===== src/rtl/param_fifo_pkg.sv =====
// Shared constants and helpers for the parametrised FIFO family
// (also used by the asynchronous FIFO).
package param_fifo_pkg;

   localparam int DEF_WIDTH = 8;
   localparam int DEF_DEPTH = 16;

   // Bits needed to encode the values 0..value-1; returns 0 for value <= 1.
   function automatic int clog2(input int value);
      int result;
      int v;
      result = 0;
      v      = value - 1;
      while (v > 0) begin
         result = result + 1;
         v      = v >> 1;
      end
      return result;
   endfunction

endpackage


===== src/rtl/param_sync_fifo_if.sv =====
// Producer/consumer bus of param_sync_fifo: write/read requests, data, count and status flags.
interface param_sync_fifo_if
   import param_fifo_pkg::*;
#(
   parameter int WIDTH = DEF_WIDTH,
   parameter int DEPTH = DEF_DEPTH
);
   localparam int CW = clog2(DEPTH + 1);

   logic             we;
   logic [WIDTH-1:0] datain;
   logic             re;
   logic [WIDTH-1:0] dataout;
   logic             full;
   logic             empty;
   logic             almost_full;
   logic             almost_empty;
   logic [CW-1:0]    count;
   logic             overflow;
   logic             underflow;

   modport master (
      output we, datain, re,
      input  dataout, full, empty, almost_full, almost_empty, count, overflow, underflow
   );

   modport slave (
      input  we, datain, re,
      output dataout, full, empty, almost_full, almost_empty, count, overflow, underflow
   );

endinterface


===== src/rtl/param_sync_fifo_mem.sv =====
// fifo_mem: DEPTH x WIDTH register array, synchronous write port and
// asynchronous read port.
module fifo_mem #(
   parameter int WIDTH = 8,
   parameter int DEPTH = 16,
   parameter int AW    = 4
) (
   input  logic             clk,
   input  logic             wr_en,
   input  logic [AW-1:0]    wr_addr,
   input  logic [WIDTH-1:0] wr_data,
   input  logic [AW-1:0]    rd_addr,
   output logic [WIDTH-1:0] rd_data
);
   // Contents are deliberately not reset.
   logic [WIDTH-1:0] mem_q [DEPTH];

   always_ff @(posedge clk) begin
      if (wr_en) begin
         mem_q[wr_addr] <= wr_data;
      end
   end

   assign rd_data = mem_q[rd_addr];

endmodule


===== src/rtl/param_sync_fifo.sv =====
// param_sync_fifo: single-clock FIFO with occupancy count, threshold flags and error pulses.
// Define PARAM_SYNC_FIFO_FWFT_EN for first-word-fall-through reads (registered read otherwise).
module param_sync_fifo
   import param_fifo_pkg::*;
#(
   parameter int WIDTH    = DEF_WIDTH,
   parameter int DEPTH    = DEF_DEPTH,
   parameter int AF_LEVEL = DEPTH - 2,
   parameter int AE_LEVEL = 2
) (
   input  logic             clk,
   input  logic             reset,
   param_sync_fifo_if.slave fifo
);
   localparam int PW = (clog2(DEPTH) < 1) ? 1 : clog2(DEPTH);
   localparam int CW = clog2(DEPTH + 1);
   localparam logic [PW-1:0] PTR_LAST = PW'(DEPTH - 1);
   localparam logic [CW-1:0] CNT_FULL = CW'(DEPTH);
   localparam logic [CW-1:0] CNT_AF   = CW'(AF_LEVEL);
   localparam logic [CW-1:0] CNT_AE   = CW'(AE_LEVEL);

   generate
      if (DEPTH < 2 || AF_LEVEL < 1 || AF_LEVEL > DEPTH ||
          AE_LEVEL < 0 || AE_LEVEL > DEPTH - 1) begin : g_bad_params
         $error("param_sync_fifo: illegal DEPTH / AF_LEVEL / AE_LEVEL combination");
      end
   endgenerate

   // Explicit wrap so non-power-of-two depths work.
   function automatic logic [PW-1:0] next_ptr(input logic [PW-1:0] ptr);
      return (ptr == PTR_LAST) ? '0 : ptr + PW'(1);
   endfunction

   logic [PW-1:0]    wr_ptr_q, wr_ptr_d;
   logic [PW-1:0]    rd_ptr_q, rd_ptr_d;
   logic [CW-1:0]    count_q, count_d;
   logic             overflow_q, overflow_d;
   logic             underflow_q, underflow_d;
   logic             full, empty, rd_ok, wr_ok;
   logic [WIDTH-1:0] rd_data;

   assign full  = (count_q == CNT_FULL);
   assign empty = (count_q == '0);
   assign rd_ok = fifo.re && !empty;
   // A write at full only fits if the head is popped in the same cycle.
   assign wr_ok = fifo.we && (!full || rd_ok);

   always_comb begin
      wr_ptr_d    = wr_ptr_q;
      rd_ptr_d    = rd_ptr_q;
      count_d     = count_q;
      overflow_d  = fifo.we && !wr_ok;
      underflow_d = fifo.re && !rd_ok;
      if (wr_ok) wr_ptr_d = next_ptr(wr_ptr_q);
      if (rd_ok) rd_ptr_d = next_ptr(rd_ptr_q);
      if (wr_ok && !rd_ok) begin
         count_d = count_q + CW'(1);
      end else if (rd_ok && !wr_ok) begin
         count_d = count_q - CW'(1);
      end
   end

   always_ff @(posedge clk or negedge reset) begin
      if (!reset) begin
         wr_ptr_q    <= '0;
         rd_ptr_q    <= '0;
         count_q     <= '0;
         overflow_q  <= 1'b0;
         underflow_q <= 1'b0;
      end else begin
         wr_ptr_q    <= wr_ptr_d;
         rd_ptr_q    <= rd_ptr_d;
         count_q     <= count_d;
         overflow_q  <= overflow_d;
         underflow_q <= underflow_d;
      end
   end

   fifo_mem #(
      .WIDTH (WIDTH),
      .DEPTH (DEPTH),
      .AW    (PW)
   ) u_mem (
      .clk     (clk),
      .wr_en   (wr_ok),
      .wr_addr (wr_ptr_q),
      .wr_data (fifo.datain),
      .rd_addr (rd_ptr_q),
      .rd_data (rd_data)
   );

`ifdef PARAM_SYNC_FIFO_FWFT_EN
   // Head word is presented as soon as it exists; re only pops it.
   assign fifo.dataout = empty ? '0 : rd_data;
`else
   logic [WIDTH-1:0] dataout_q, dataout_d;

   always_comb begin
      dataout_d = dataout_q;
      if (rd_ok) dataout_d = rd_data;
   end

   always_ff @(posedge clk or negedge reset) begin
      if (!reset) begin
         dataout_q <= '0;
      end else begin
         dataout_q <= dataout_d;
      end
   end

   assign fifo.dataout = dataout_q;
`endif

   assign fifo.count        = count_q;
   assign fifo.full         = full;
   assign fifo.empty        = empty;
   assign fifo.almost_full  = (count_q >= CNT_AF);
   assign fifo.almost_empty = (count_q <= CNT_AE);
   assign fifo.overflow     = overflow_q;
   assign fifo.underflow    = underflow_q;

endmodule

===== src/flat_wrapper.sv =====
// flat-port wrapper written by rule: the top's interface ports become plain ports
module param_sync_fifo_flat import param_fifo_pkg::*;
#(
   parameter int WIDTH    = DEF_WIDTH,
   parameter int DEPTH    = DEF_DEPTH,
   parameter int AF_LEVEL = DEPTH - 2,
   parameter int AE_LEVEL = 2
)
  (clk, reset, fifo_we, fifo_datain, fifo_re, fifo_dataout, fifo_full, fifo_empty, fifo_almost_full, fifo_almost_empty, fifo_count, fifo_overflow, fifo_underflow);
  param_sync_fifo_if #(.WIDTH(WIDTH), .DEPTH(DEPTH)) fifo_i ();
  input  logic clk;
  input  logic reset;
  input wire logic [$bits(fifo_i.we)-1:0] fifo_we;
  input wire logic [$bits(fifo_i.datain)-1:0] fifo_datain;
  input wire logic [$bits(fifo_i.re)-1:0] fifo_re;
  output wire logic [$bits(fifo_i.dataout)-1:0] fifo_dataout;
  output wire logic [$bits(fifo_i.full)-1:0] fifo_full;
  output wire logic [$bits(fifo_i.empty)-1:0] fifo_empty;
  output wire logic [$bits(fifo_i.almost_full)-1:0] fifo_almost_full;
  output wire logic [$bits(fifo_i.almost_empty)-1:0] fifo_almost_empty;
  output wire logic [$bits(fifo_i.count)-1:0] fifo_count;
  output wire logic [$bits(fifo_i.overflow)-1:0] fifo_overflow;
  output wire logic [$bits(fifo_i.underflow)-1:0] fifo_underflow;
  assign fifo_i.we = fifo_we;
  assign fifo_i.datain = fifo_datain;
  assign fifo_i.re = fifo_re;
  assign fifo_dataout = fifo_i.dataout;
  assign fifo_full = fifo_i.full;
  assign fifo_empty = fifo_i.empty;
  assign fifo_almost_full = fifo_i.almost_full;
  assign fifo_almost_empty = fifo_i.almost_empty;
  assign fifo_count = fifo_i.count;
  assign fifo_overflow = fifo_i.overflow;
  assign fifo_underflow = fifo_i.underflow;
  param_sync_fifo #(.WIDTH(WIDTH), .DEPTH(DEPTH), .AF_LEVEL(AF_LEVEL), .AE_LEVEL(AE_LEVEL)) u_core (.clk(clk), .reset(reset), .fifo(fifo_i));
endmodule

===== config.mk =====
export PLATFORM = sky130hd
export DESIGN_NAME = param_sync_fifo_flat
export DESIGN_NICKNAME = d
export VERILOG_FILES = /design/src/rtl/param_fifo_pkg.sv /design/src/rtl/param_sync_fifo_if.sv /design/src/rtl/param_sync_fifo_mem.sv /design/src/rtl/param_sync_fifo.sv /design/src/flat_wrapper.sv
export SDC_FILE = /design/constraint.sdc
export NUM_CORES = 1
export LEC_CHECK = 0
export ABC_CLOCK_PERIOD_IN_PS = 3200
export BUFFER_PORTS_ARGS = -buffer_cell sky130_fd_sc_hd__buf_2
export CORE_UTILIZATION = 60
export DETAILED_ROUTE_END_ITERATION = 7
export PLACE_DENSITY_LB_ADDON = 0.1
export REMOVE_ABC_BUFFERS = 1
export SLEW_MARGIN = 20
export SYNTH_ARGS = -nofsm -noshare
export SYNTH_HDL_FRONTEND = slang
export SYNTH_SLANG_ARGS = --single-unit

===== constraint.sdc =====
create_clock -name clk -period 3.2 [get_ports clk]
set_input_delay 0.64 -clock clk [delete_from_list [all_inputs] [get_ports clk]]
set_output_delay 0.64 -clock clk [all_outputs]
set_load 0.02 [all_outputs]

==> impl_metrics.csv, run 1 <==
group,metric,value,unit
sta,hold_viol_final,0,
sta,worst_pin_slew,0.562,ns
cts,clk_pin_slew,0.06,ns
cells_and_area,syn_to_final_growth,16.1,%
worst_setup_path,critPathMaxFanout,6,
sta,maxSlewViolCount,0,
power_and_ir_drop,ir_drop,0.000423,V
synthesis,synthDistinctLibCells,37,
synthesis,yosysTopAreaCell,"edfxtp_1",
worst_setup_path,worstRegToRegCells,9,
cells_and_area,final_nets,393,
place,place_ws,0.273,ns
cts,clock-sinks,151,
cts,cts_hold_repair.buffers,0,
cts,cts_tree,"yes",
global_routing,grtUsageTotal,24.7,%
sta,worst_slack,0.270,ns
synthesis,synth-seq-cells,151,
sta,slew_headroom,62.5,%
routing,wl_per_cell,22.2,um
floorplan,die_y,102,um
worst_setup_path,arrival,3.37,ns
place,hpwl,7.25,mm
synthesis,ys_async_sr_fraction,15.2,%
power_and_ir_drop,power_density,911,nW/um2
global_routing,antenna_found_initial,0,
routing,ant_nets,0,
routing,drt-total-wl,11.5,mm
synthesis,synth-edff-count,128,
global_routing,grt_max_degree,30,
sta,min_period,2.93,ns
floorplan,die-area,10500,um2
run,drv_cap,0,
sta,fin_worst_skew,0.00592,ns
synthesis,avgSynthCellArea,18.9,um2
cells_and_area,antenna_cells,0,
global_routing,grt_pass1_vias,3129,
worst_setup_path,critical_path_required,3.64,ns
cts,clock_path_buffers,2,
global_routing,grt_pass1_wl,17.4,mm
floorplan,initial_core_util,61.8,%
place,gp_congestion,0.740,
cells_and_area,final_util,71.8,%
cts,cts_setup_buffers,0,
synthesis,ys_top_cells_by_area,"edfxtp_1 64%, mux4_2 12%, dfrtp_1 9.5%",
cts,h-tree-depth,4,
sta,fmax,0.341,GHz
place,port-buffer-count,30,
floorplan,die_w,102,um
sta,tns,0,ns
worst_setup_path,worstSetupEndpointType,"flop",
cts,clk_latency,0.52,ns
cells_and_area,stdcell_count,517,
global_routing,grt_overflow,0,
sta,finalSetupViolCount,0,
worst_setup_path,cp-start-kind,"flop",
synthesis,yosysMostFrequentCell,"edfxtp_1",
power_and_ir_drop,p_leak,2.46,nW
cts,postCtsResizedCells,0,
synthesis,yosys-top-cells-count,"128 x edfxtp_1, 32 x mux4_2, 23 x dfrtp_1, 16 x nor2_1, 16 x o22ai_1",
worst_setup_path,ff2ff_setup_slack,0.27,ns
cells_and_area,drive_gt1_share,33.6,%
synthesis,netlist_instances,319,
routing,drt_iter0_markers,223,
cts,cts_buffers,17,
min_path,hp-class,"input pin to async pin",
worst_setup_path,crit_type,"flop to flop",
routing,drcViolationCount,0,
synthesis,yosysTopAreaCellShare,63.6,%
routing,firstDrtPassIters,4,
place,dp.cells,485,
routing,via_count,3089,
run_status,status,"completed",
cts,root_buffer,"clkbuf_8",
synthesis,synth-main-ff-cell,"edfxtp_1",
sta,rsz0062_at_grt,"false",
floorplan,ioPinCount,31,
power_and_ir_drop,total_power,0.00639,W
synthesis,synth_area,6040,um2
synthesis,ys_warn_count,0,
floorplan,rows,36,
synthesis,ys_seq_area_share,73.2,%
sta,finalCritPeriodShare,91.5,%
floorplan,core,9770,um2
routing,vias_per_cell,5.97,
==> registers in the layout, indices dropped and copies added, names as in the netlist <==
| signal | flops |
|---|---|
| u_core.fifo.dataout | 8 |
| u_core.fifo.overflow | 1 |
| u_core.u_mem.mem_q | 128 |
| u_core.fifo.underflow | 1 |
| u_core.fifo.count | 5 |
| u_core.wr_ptr_q | 4 |
| u_core.rd_ptr_q | 4 |
==> metrics by stage <==
step | cell area [um2] | hold slack (ns)
floorplan | 5950 | 0.344
global placement | 6450 | 0.546
detailed placement | 6450 | 0.566
CTS | 7020 | 0.104
global route | 7020 | 0.126
finish | 7020 | 0.108
==> where the power goes <==
part / internal [W] / switching (W)
registers: 0.00242 / 0.000283
clock network: 0.00111 / 0.000769
logic: 0.000896 / 0.000916
==> final timing paths <==
path,startpoint,end
setup / recovery,u_core.fifo.count[0],u_core.fifo.count[4]
hold / removal,reset,u_core.fifo.count[3]
setup reg to reg,u_core.fifo.count[0],u_core.fifo.count[4]
hold reg to reg,u_core.fifo.dataout[6],u_core.fifo.dataout[6]
max in group asynchronous,reset,u_core.rd_ptr_q[0]
min in group clk,fifo_re,u_core.fifo.overflow
==> routing by layer <==
layer / vias up / GRT usage [%] / share of wire, %
li1: 1380 / - / -
met1: 1580 / 32.4 / 41
met2: 104 / 39.3 / 51
met3: 25 / 5.27 / 5.4
met4: 0 / 13.0 / 2.9
met5: - / 0 / 0
==> kinds of logic after synthesis <==
| family | Yosys count | synth area share [%] |
|---|---|---|
| simple gates | 43 | 3.29 |
| buf+inv | 23 | 1.86 |
| xor+xnor | 6 | 0.870 |
| mux | 44 | 14.3 |
| flops | 151 | 73.2 |
| compound gates | 42 | 4.35 |
| fa+ha+maj | 10 | 2.20 |
==> worst max-delay path, stage by stage (launching register included) <==
cell     delay (ns)
dfrtp_1        0.45
or4_1          0.67
o31a_1         0.32
ha_1           0.22
inv_1          0.15
ha_1           0.30
a21o_1         0.19
a21oi_1        0.17
mux2i_1        0.25
xnor2_1        0.14
==> area by class of cell <==
cell class,count,area (um2)
clock buffers,17,414
clock inverters,15,154
fillers,631,2760
inverters,5,18.8
multi-input cells,145,1510
flip-flops and latches,151,4420
well taps,133,166
repair buffers,51,333
==> cells in the final DEF, fill, tap and decap left out, types with 3 or more instances in the layout <==
cell type / synthesis / final
clkbuf_16: 0 / 16
buf_2: 6 / 30
ha_1: 9 / 9
inv_1: 5 / 5
nor2_1: 16 / 16
clkinv_4: 0 / 4
clkinv_2: 0 / 3
nand3_1: 3 / 3
nand2_1: 11 / 11
dfrtp_1: 23 / 22
a21o_1: 3 / 3
mux2_2: 9 / 9
o22ai_1: 16 / 16
buf_4: 1 / 19
nor3_1: 5 / 5
o21ai_0: 5 / 5
xnor2_1: 5 / 5
a21oi_1: 11 / 11
nand2b_1: 3 / 3
edfxtp_1: 128 / 128
clkinvlp_4: 0 / 3
mux4_2: 32 / 32
Power figures use the tool's default switching activity.
==> run 2, diff against run 1 <==
Settings changed: CTS_BUF_LIST from default to sky130_fd_sc_hd__clkbuf_4.
==> run 2 against run 1 <==
Compared with the run above: critical path type unchanged; first-iteration DRC count is 2.7% lower; wire length down 2.4%; setup slack lost 0.0013 ns; critical endpoint unchanged.
==> impl_metrics.csv, run 2 (synthesis results as in run 1) <==
group,metric,value,unit
global_routing,grt_pass1_vias,3046,
cts,clock_path_buffers,2,
global_routing,antenna_found_initial,0,
power_and_ir_drop,total_power,0.00562,W
worst_setup_path,cp_slowest_cell,"or4_1",
worst_setup_path,critPathMaxFanout,6,
place,port-buffer-count,30,
cts,cts_tree,"yes",
worst_setup_path,critical_path_required,3.66,ns
global_routing,grt_max_degree,30,
routing,drt-total-wl,11.2,mm
routing,firstDrtPassIters,4,
sta,finalCritPeriodShare,91.6,%
cts,clock-sinks,151,
routing,ant_nets,0,
sta,tns,0,ns
cts,root_buffer,"clkbuf_4",
place,gp_congestion,0.740,
floorplan,die_y,102,um
run_status,status,"completed",
worst_setup_path,cp_cell_sequence,"or4_1 > o31a_1 > ha_1 > inv_1 > ha_1 > a21o_1 > a21oi_1 > mux2i_1 > xnor2_1",
cells_and_area,stdcell_count,517,
cts,h-tree-depth,4,
routing,vias_per_cell,5.93,
cells_and_area,syn_to_final_growth,11.4,%
worst_setup_path,cp-start-kind,"flop",
place,dp.cells,485,
cells_and_area,top_register,"u_core.u_mem.mem_q",
worst_setup_path,arrival,3.39,ns
routing,drt_iter0_markers,217,
floorplan,rows,36,
worst_setup_path,worstSetupEndpointType,"flop",
global_routing,grt_pass1_wl,16.9,mm
routing,wl_per_cell,21.7,um
global_routing,grt_overflow,0,
sta,worst_pin_slew,0.560,ns
run,drv_cap,0,
sta,whs,0.0807,ns
worst_setup_path,crit_type,"flop to flop",
cells_and_area,mostFrequentLayoutCells,"128 x edfxtp_1, 32 x mux4_2, 30 x buf_2, 22 x dfrtp_1, 19 x buf_4",
global_routing,grtUsageTotal,23.8,%
power_and_ir_drop,ir_drop,0.000323,V
cells_and_area,multi_input_area,1510,um2
power_and_ir_drop,power_density,836,nW/um2
worst_setup_path,max_stage_delay,0.67,ns
sta,fin_worst_skew,0.0182,ns
routing,via_count,3068,
place,hpwl,7.25,mm
cells_and_area,final_nets,393,
cts,clk_pin_slew,0.13,ns
floorplan,initial_core_util,61.8,%
floorplan,die_w,102,um
floorplan,die-area,10500,um2
cells_and_area,fill_cells,680,
min_path,hp-class,"input pin to async pin",
cells_and_area,final_common_cell,"edfxtp_1",
routing,drcViolationCount,0,
sta,finalSetupViolCount,0,
sta,slew_headroom,62.6,%
floorplan,ioPinCount,31,
cts,cts_buffers,17,
sta,hold_viol_final,0,
cts,cts_setup_buffers,0,
cts,postCtsResizedCells,0,
cells_and_area,antenna_cells,0,
power_and_ir_drop,p_leak,2.33,nW
cells_and_area,drive_gt1_share,33.6,%
sta,maxSlewViolCount,0,
sta,rsz0062_at_grt,"false",
floorplan,core,9770,um2
worst_setup_path,cpMostUsedCell,"ha_1",
cts,cts_hold_repair.buffers,0,
cts,clk_latency,0.53,ns
cells_and_area,largest_reg_flops,128,
sta,fmax,0.341,GHz
sta,min_period,2.93,ns
cells_and_area,regArea,4420,um2
run 2: power breakdown:
part / total, W / internal, W / switching [W]
logic: 0.00180 / 0.000896 / 0.000906
registers: 0.00269 / 0.00241 / 0.000282
clock network: 0.00113 / 0.000465 / 0.000665
run 2: routing by layer:
metal  GRT usage, %  vias up  wire length (um)
met5              0        -                 0
met4           7.91        0               202
met3           6.43       20               471
met2           39.5       73              5790
met1           30.7     1594              4740
li1               -     1381                 -
run 2: area by class of cell:
type,count,share of cell area [%]
flip-flops and latches,151,65.7
clock inverters,15,2.29
well taps,133,2.47
inverters,5,0.279
clock buffers,17,1.90
multi-input cells,145,22.4
repair buffers,51,4.95
run 2: per-stage QoR:
step / cell area, um2 / utilization (%) / setup slack, ns
floorplan: 5950 / - / 0.179
global placement: 6450 / 66.0 / 0.383
detailed placement: 6450 / 66.0 / 0.273
CTS: 6730 / 68.8 / 0.214
global route: 6730 / 68.8 / 0.105
finish: 6730 / 68.8 / 0.269
run 2: critical path: cells and delay by family, from the launching register on:
kind                       cells  cell delay (ns)
AOI/OAI and AO/OA              3             0.68
and+or+nand+nor                1             0.67
adders and majority gates      2             0.52
DFF                            1             0.47
muxes                          1             0.24
buffers and inverters          1             0.15
xor gates and xnor gates       1             0.14
run 2: worst paths after layout:
kind / end / from / depth (start not counted) / slack [ns]
max: u_core.fifo.count[4] / u_core.fifo.count[0] / 9 / 0.27
min: u_core.fifo.dataout[2] / reset / 1 / 0.08
max reg2reg: u_core.fifo.count[4] / u_core.fifo.count[0] / 9 / 0.27
min reg2reg: u_core.fifo.count[2] / u_core.fifo.count[2] / 2 / 0.60
max in group asynchronous: u_core.rd_ptr_q[0] / reset / 1 / 2.73
min in group clk: u_core.fifo.overflow / fifo_re / 2 / 0.34
==> run 3, diff against run 2 <==
Settings changed: ABC_AREA from default to 1, CORE_UTILIZATION 60 to 30, SLEW_MARGIN 20 to 10.
==> run 3 against run 2 <==
Compared with the run above: sequential power down 3%; wire length increased by 46%; count of clock-buffer cells in the layout is 1 higher; fmax rose by 18%; worst hold slack worse by 0.030 ns; highest routed layer unchanged.
==> impl_metrics.csv, run 3 <==
group,metric,value,unit
worst_setup_path,crit_type,"flop to flop",
routing,drt-total-wl,16.3,mm
cts,clk_latency,0.55,ns
cts,clk_pin_slew,0.14,ns
worst_setup_path,cpMostUsedCell,"nand2_1",
routing,drt_iter0_markers,335,
synthesis,ys_top_cells_by_area,"edfxtp_1 57%, nand2_1 12%, dfrtp_1 8.5%",
sta,worst_slack,0.715,ns
place,place_ws,0.721,ns
cells_and_area,largest_reg_flops,128,
global_routing,grt_overflow,0,
global_routing,grtUsageTotal,15.1,%
worst_setup_path,critPathMaxFanout,19,
place,port-buffer-count,30,
cells_and_area,syn_to_final_growth,9.76,%
sta,worst_pin_slew,1.15,ns
routing,vias_per_cell,4.45,
floorplan,die_w,152,um
routing,ant_nets,0,
cells_and_area,fill_cells,2231,
sta,fmax,0.402,GHz
worst_setup_path,cp_slowest_cell,"dfrtp_1",
worst_setup_path,worstReg2RegStart,"u_core.rd_ptr_q[2]",
routing,firstDrtPassIters,5,
cts,cts_hold_repair.buffers,0,
sta,slew_headroom,23.1,%
worst_setup_path,arrival,2.97,ns
worst_setup_path,critPathBufInv,1,
cts,root_buffer,"clkbuf_4",
place,gp_congestion,0.789,
sta,finalSetupViolCount,0,
power_and_ir_drop,ir_drop,0.000421,V
synthesis,synth-edff-count,128,
power_and_ir_drop,total_power,0.00612,W
sta,fin_worst_skew,0.0230,ns
sta,finalCritPeriodShare,77.7,%
synthesis,synth-seq-cells,151,
synthesis,yosysTopAreaCell,"edfxtp_1",
cells_and_area,drive_gt1_share,9.83,%
cts,clock_path_buffers,2,
worst_setup_path,cpLargestDelayFamily,"simple AND/OR/NAND/NOR gates",
routing,wl_per_cell,16.4,um
synthesis,netlist_instances,673,
worst_setup_path,critPathLaunch,"u_core.rd_ptr_q[2]",
cells_and_area,regArea,4420,um2
synthesis,yosysTopAreaCellShare,56.9,%
sta,tns,0,ns
synthesis,ys_seq_area_share,65.4,%
worst_setup_path,critical_path_required,3.69,ns
place,hpwl,10.5,mm
global_routing,grt_pass1_vias,4514,
floorplan,initial_core_util,30.8,%
cells_and_area,final_nets,721,
synthesis,synthDistinctLibCells,26,
sta,maxSlewViolCount,0,
power_and_ir_drop,power_density,825,nW/um2
worst_setup_path,cp-start-kind,"flop",
global_routing,grt_max_degree,67,
cells_and_area,top_register,"u_core.u_mem.mem_q",
floorplan,rows,54,
worst_setup_path,cp_cell_sequence,"clkinv_1 > nand3_1 > nand3_1 > nand2_1 > nand2_1 > nand2_1",
floorplan,die_y,152,um
cells_and_area,mostFrequentLayoutCells,"212 x nand2_1, 128 x edfxtp_1, 112 x inv_1, 104 x nand3_1, 30 x buf_2",
run_status,status,"completed",
synthesis,yosys-top-cells-count,"212 x nand2_1, 128 x edfxtp_1, 112 x inv_1, 104 x nand3_1, 26 x nor2_1",
cts,cts_setup_buffers,0,
routing,via_count,4423,
global_routing,grt_pass1_wl,26.0,mm
min_path,hp-class,"input pin to async pin",
synthesis,avgSynthCellArea,10.0,um2
sta,min_period,2.49,ns
sta,rsz0062_at_grt,"false",
synthesis,ys_warn_count,0,
cts,postCtsResizedCells,0,
cts,clock-sinks,151,
worst_setup_path,max_stage_delay,0.81,ns
global_routing,antenna_found_initial,1,
sta,hold_viol_final,0,
cells_and_area,stdcell_count,993,
cts,h-tree-depth,4,
synthesis,ys_async_sr_fraction,15.2,%
cts,cts_buffers,17,
cells_and_area,final_common_cell,"nand2_1",
synthesis,synth_area,6760,um2
routing,drcViolationCount,0,
floorplan,die-area,23100,um2
synthesis,yosysMostFrequentCell,"nand2_1",
worst_setup_path,worstSetupEndpointType,"flop",
floorplan,ioPinCount,31,
cts,cts_tree,"yes",
power_and_ir_drop,p_leak,3.26,nW
synthesis,synth-main-ff-cell,"edfxtp_1",
run,drv_cap,0,
cells_and_area,multi_input_area,1720,um2
floorplan,core,22000,um2
place,dp.cells,960,
run 3: worst reg2reg max path: stages (launching register included):
cell and delay, ns:
dfrtp_1 0.81, clkinv_1 0.76, nand3_1 0.40, nand3_1 0.21, nand2_1 0.13, nand2_1 0.06
nand2_1 0.08
run 3: cell families after synthesis:
logic type               Yosys count  share of synthesized area, %
buffers and inverters            143                          9.16
AND/OR/NAND/NOR                  348                          21.5
adder cells (fa/ha/maj)           10                          1.96
XOR/XNOR                           6                         0.777
flip-flops                       151                          65.4
AO/OA/AOI/OAI                     15                          1.26
run 3: path summary, 6_finish.rpt:
kind | end | slack [ns] | cells past startpoint
hold reg to reg | u_core.fifo.dataout[6] | 0.50 | 2
min in group clk | u_core.fifo.overflow | 0.27 | 2
max in group asynchronous | u_core.rd_ptr_q[0] | 2.74 | 1
hold / removal | u_core.fifo.dataout[4] | 0.05 | 1
setup / recovery | u_core.fifo.dataout[5] | 0.71 | 6
setup reg to reg | u_core.fifo.dataout[5] | 0.71 | 6
run 3: final cells by class:
type	instances	share of cell area, %
inverter	115	5.82
clock inverter	14	2.13
antenna	1	0.0337
tap	280	4.72
sequential	151	59.6
clock buffer	18	1.82
multi-input combinational	379	23.2
timing repair buffer	35	2.70
run 3: report_power, final:
part           switching (W)  internal, W
Sequential          0.000205      0.00241
Combinational        0.00159     0.000681
Clock               0.000692     0.000543
run 3: metrics by stage:
step	hold WS, ns	area [um2]	utilization (%)
2_1_floorplan	0.344	6570	-
3_3_place_gp	0.469	7120	32.4
3_5_place_dp	0.469	7120	32.4
4_1_cts	0.0373	7420	33.8
5_1_grt	0.0359	7420	33.8
6_report	0.0502	7420	33.8
run 3: metal layers:
metal	track usage (%)	wire length [um]
met5	0	0
met4	4.76	239
met3	2.99	480
met2	25.2	7960
met1	19.8	7660
